## src/rtl/mem_dump_reader_pkg.sv

```systemverilog
// Shared processor package: memory address/data widths and the dump reader FSM encoding.
package mem_dump_reader_pkg;

    localparam int MEM_AW = 9;
    localparam int MEM_DW = 32;

    typedef enum logic [2:0] {
        ST_IDLE = 3'd0,
        ST_READ = 3'd1,
        ST_WAIT = 3'd2,
        ST_SEND = 3'd3,
        ST_FIN  = 3'd4
    } dump_state_t;

    function automatic logic state_is_busy(input dump_state_t s);
        return s != ST_IDLE;
    endfunction

endpackage

```

## src/rtl/mem_dump_reader.sv

```systemverilog
// Streams a block of words out of a synchronous-read memory over a valid/ready port.
// All outputs come straight from flops, decoded from the next state.
module mem_dump_reader
    import mem_dump_reader_pkg::*;
#(
    parameter int AW = MEM_AW,
    parameter int DW = MEM_DW
) (
    input  logic          clk,
    input  logic          rst,
    input  logic          start,
    input  logic          abort,
    input  logic [AW-1:0] base_a,
    input  logic [AW:0]   count,
    output logic [AW-1:0] mem_a,
    output logic          mem_re,
    input  logic [DW-1:0] mem_q,
    output logic [DW-1:0] dump_d,
    output logic          dump_valid,
    input  logic          dump_ready,
    output logic          busy,
    output logic          done
);

    dump_state_t   state_reg, state_next;
    logic [AW-1:0] addr_reg, addr_next;
    logic [AW:0]   rem_reg, rem_next;
    logic [DW-1:0] dump_d_reg, dump_d_next;
    logic [AW-1:0] mem_a_reg;
    logic          mem_re_reg, dump_valid_reg, busy_reg, done_reg;

    always_comb begin
        state_next  = state_reg;
        addr_next   = addr_reg;
        rem_next    = rem_reg;
        dump_d_next = dump_d_reg;
        case (state_reg)
            ST_IDLE: begin
                if (start) begin
                    if (count != '0) begin
                        addr_next  = base_a;
                        rem_next   = count;
                        state_next = ST_READ;
                    end else begin
                        state_next = ST_FIN;
                    end
                end
            end
            ST_READ: state_next = abort ? ST_FIN : ST_WAIT;
            ST_WAIT: begin
                if (abort) begin
                    state_next = ST_FIN;
                end else begin
                    dump_d_next = mem_q;
                    state_next  = ST_SEND;
                end
            end
            ST_SEND: begin
                // A handshake coinciding with abort still counts as delivered.
                if (dump_ready) begin
                    rem_next = rem_reg - 1'b1;
                    if (rem_next == '0 || abort) begin
                        state_next = ST_FIN;
                    end else begin
                        addr_next  = addr_reg + 1'b1;
                        state_next = ST_READ;
                    end
                end else if (abort) begin
                    state_next = ST_FIN;
                end
            end
            ST_FIN:  state_next = ST_IDLE;
            default: state_next = ST_IDLE;
        endcase
    end

    always_ff @(posedge clk) begin
        if (rst) begin
            state_reg      <= ST_IDLE;
            addr_reg       <= '0;
            rem_reg        <= '0;
            dump_d_reg     <= '0;
            mem_a_reg      <= '0;
            mem_re_reg     <= 1'b0;
            dump_valid_reg <= 1'b0;
            busy_reg       <= 1'b0;
            done_reg       <= 1'b0;
        end else begin
            state_reg      <= state_next;
            addr_reg       <= addr_next;
            rem_reg        <= rem_next;
            dump_d_reg     <= dump_d_next;
            mem_a_reg      <= addr_next;
            mem_re_reg     <= (state_next == ST_READ);
            dump_valid_reg <= (state_next == ST_SEND);
            busy_reg       <= state_is_busy(state_next);
            done_reg       <= (state_next == ST_FIN);
        end
    end

    assign mem_a      = mem_a_reg;
    assign mem_re     = mem_re_reg;
    assign dump_d     = dump_d_reg;
    assign dump_valid = dump_valid_reg;
    assign busy       = busy_reg;
    assign done       = done_reg;

endmodule

```

## config.mk

```make
export PLATFORM = sky130hd
export DESIGN_NAME = mem_dump_reader
export DESIGN_NICKNAME = d
export VERILOG_FILES = /design/src/rtl/mem_dump_reader_pkg.sv /design/src/rtl/mem_dump_reader.sv
export SDC_FILE = /design/constraint.sdc
export NUM_CORES = 1
export LEC_CHECK = 0
export BUFFER_PORTS_ARGS = -buffer_cell sky130_fd_sc_hd__buf_2
export CORE_MARGIN = 4
export CORE_UTILIZATION = 44
export DETAILED_ROUTE_END_ITERATION = 7
export PLACE_DENSITY = 0.73
export SETUP_SLACK_MARGIN = 0.5
export SYNTH_ARGS = -nofsm -noshare
export SYNTH_HDL_FRONTEND = slang
export SYNTH_SLANG_ARGS = --single-unit
```

## constraint.sdc

```tcl
create_clock -name clk -period 2.1 [get_ports clk]
set_input_delay 0.105 -clock clk [delete_from_list [all_inputs] [get_ports clk]]
set_output_delay 0.105 -clock clk [all_outputs]
set_load 0.1 [all_outputs]
```

==> impl_metrics.ini <==
[clock_tree]
cts_tree = built
cts_root_buffer = clkbuf_8
clk_latency_ps = 340
cts.htree.levels = 3
numCtsBuffers = 9
cts.clk_slew.worst_paths_ps = 80
cts_buffer_depth = 2
clock-sinks = 58

[global_route]
grt-ovfl-total = 0
antenna_found_initial = 0
grt_max_degree = 35
grt_first_pass_wirelength_um = 13280
grt_use_total_pct = 22.61
grt_pass1_vias = 2815

[worst_setup_path]
crit_type = reg2reg
crit_chain = or4_4 -> or4_4 -> or3_4 -> o31a_1 -> o32ai_2
reg2reg_slack_ps = -20
cp.arrival_ps = 2370
cp-end-kind = register
critical_path.slowest_cell = or4_4
r2r_end = rem_reg[9]$_SDFFE_PP0P_
cp_slowest_stage_delay_ps = 510
startpoint_type = register
cp_max_fo = 3
cpMostUsedCell = or4_4
ff2ff_path_depth = 5
r2r_start = rem_reg[4]$_SDFFE_PP0P_
worstPathRequired_ps = 2360

[timing]
setup_violations = 1
setup_ws_ps = -15.01
finalSetupTns_ps = -15.01
slew_violations = 0
relSlewSlack_pct = 61.88
rsz0062_at_grt = true
skew_ps = 9.331
tightest_slew_ps = 571.7
min_period_ps = 2115
fin_crit_sh_pct = 100.7
finalHoldViolations = 0
fmax_mhz = 472.8

[route]
via_count = 3024
vias_per_cell = 5.468
detail_route.wirelength_um = 8906
dr.pass1.iters = 4
routedWlPerCell_um = 16.10
ant_nets = 0
drt_iter0_markers = 238
route.detailed.drc = 0

[power_and_ir_drop]
peakVddDrop_uv = 421.8
power_leakage_nw = 1.762
p_per_area_nw_per_um2 = 701.8

[cells_and_area]
layout_commonest_cell = buf_2
final_layout_size_suffix_gt1_share_pct = 44.91
post_layout_nonfiller_instances = 553
n_antenna_cell = 0
final_cell_mix = 100 x buf_2, 91 x nand2_1, 48 x dfxtp_1
fill_cells = 426
final_util_pct = 73.14
design_area_um2 = 4126
area_growth_pct = 57.65
nets = 535
largest_register_ffs = 32

[min_path]
whs_path_depth = 3
hold_path_startpoint = mem_q[6]
hold_class = in2reg
hold_path_end = dump_d[6]$_SDFFE_PP0P_

[place]
post-place-cells = 503
routabilityCongestion = 0.8498
dp_hpwl_um = 5214
placed_cell_area_um2 = 3361
port_buffers = 100

[logic_synthesis]
yosysSeqAreaShare_pct = 44.36
synth_area_um2 = 2618
synth_edf_count = 0
syn_inst = 335
ys_top_cells_by_area = dfxtp_1 44%, nand2_1 13%, a21oi_1 8.4%
syn-num-nets = 394
ys_seq_elements = 58
synth_top_flop_cell = dfxtp_1
ys_types = 48
avgSynthCellArea_um2 = 7.813
yosysWarningCount = 0
async_flop_share_pct = 0
netlist.area_leader.share_pct = 44.36
yosysTopAreaCell = dfxtp_1

[floorplan]
ioPinCount = 101
dieArea_um2 = 7247
dieHeight_um = 85.13
rows = 27
fp.coreArea_um2 = 5642
start_util_pct = 46.40
die_width_um = 85.13

[outcome]
violations = negative setup slack
status = finished with violations

[flow_run]
drv_cap = 0
## synthesized netlist by cell type, types with 2 or more instances
cell type  instances
nand4_1            2
o2bb2ai_1          2
buf_2              2
dfxtp_1           58
nor4_1             7
and3_1             2
or4_4              2
a21oi_1           44
o21ai_0            9
nand2_1           93
a21o_1             3
ha_1               3
clkbuf_1          21
o41ai_1            2
o22ai_1            2
nand2b_1           4
nor3_1             5
a31oi_1            3
o31ai_1            4
nor2_1            17
a32o_1             5
nand3_1           10
or3_1              3
inv_1              5
a211oi_1           4
## cell type report
cell class | count | area [µm²] | share of cell area (%)
multi-input combinational | 250 | 1643 | 39.81
clock buffer | 10 | 137.6 | 3.335
timing repair buffer | 152 | 1022 | 24.77
inverter | 5 | 18.77 | 0.4548
clock inverter | 6 | 41.29 | 1.001
tap | 72 | 90.09 | 2.183
sequential | 58 | 1174 | 28.44
## through the flow
step,hold slack [ps],setup slack [ps],total power [mW]
floorplan,241.0,-19.43,1.642
global placement,345.6,9.808,1.795
detailed placement,349.6,-33.49,1.804
CTS,0.06639,-21.29,2.844
global route,0.02026,-63.07,3.004
finish,2.262,-15.01,2.896
## worst max path at each step
stage | startpoint | to | slack, ps | depth (start not counted)
finish | rem_reg[4]$_SDFFE_PP0P_ | rem_reg[9]$_SDFFE_PP0P_ | -20 | 5
global route | rem_reg[4]$_SDFFE_PP0P_ | rem_reg[9]$_SDFFE_PP0P_ | -60 | 5
CTS | rem_reg[3]$_SDFFE_PP0P_ | rem_reg[9]$_SDFFE_PP0P_ | -20 | 5
detailed placement | rem_reg[4]$_SDFFE_PP0P_ | rem_reg[9]$_SDFFE_PP0P_ | -30 | 5
global placement | rem_reg[4]$_SDFFE_PP0P_ | rem_reg[9]$_SDFFE_PP0P_ | 10 | 5
floorplan | rem_reg[3]$_SDFFE_PP0P_ | rem_reg[9]$_SDFFE_PP0P_ | -20 | 5
## critical path: cells and delay by family (launching register included)
family / cells / cell delay, ps
simple gates: 3 / 1280
compound gates: 2 / 430
flops: 1 / 340
## report_power, final
part / total, mW / switching [mW] / internal (mW)
Sequential: 1.19 / 0.0440 / 1.15
Clock: 0.941 / 0.481 / 0.459
Combinational: 0.761 / 0.471 / 0.290
Total: 2.90 / 0.996 / 1.90
## logic make-up after synthesis
group	Yosys count	share of synthesized area, %
XOR/XNOR	1	0.3347
AND/OR/NAND/NOR	152	25.96
AO/OA/AOI/OAI	93	23.81
flip-flops	58	44.36
buffers and inverters	28	4.111
adder cells (fa/ha/maj)	3	1.434
## per-layer routing
layer / vias up / global-route usage (%) / share of wire, %
met5: - / 0 / 0
met4: 0 / 10.65 / 2.6
met3: 18 / 3.398 / 4.7
met2: 92 / 39.97 / 51
met1: 1447 / 26.65 / 41
li1: 1467 / - / -
## what timing repair did
action                                  CTS  global route
gates resized for setup                  49            15
endpoints found under the hold margin    11             0
cloned                                    1             1
buffers inserted                         15             6
hold buffers                             11             0
endpoints found under the setup margin   25            56
pin swaps                                14            12
(Power assumes the default switching activity.)
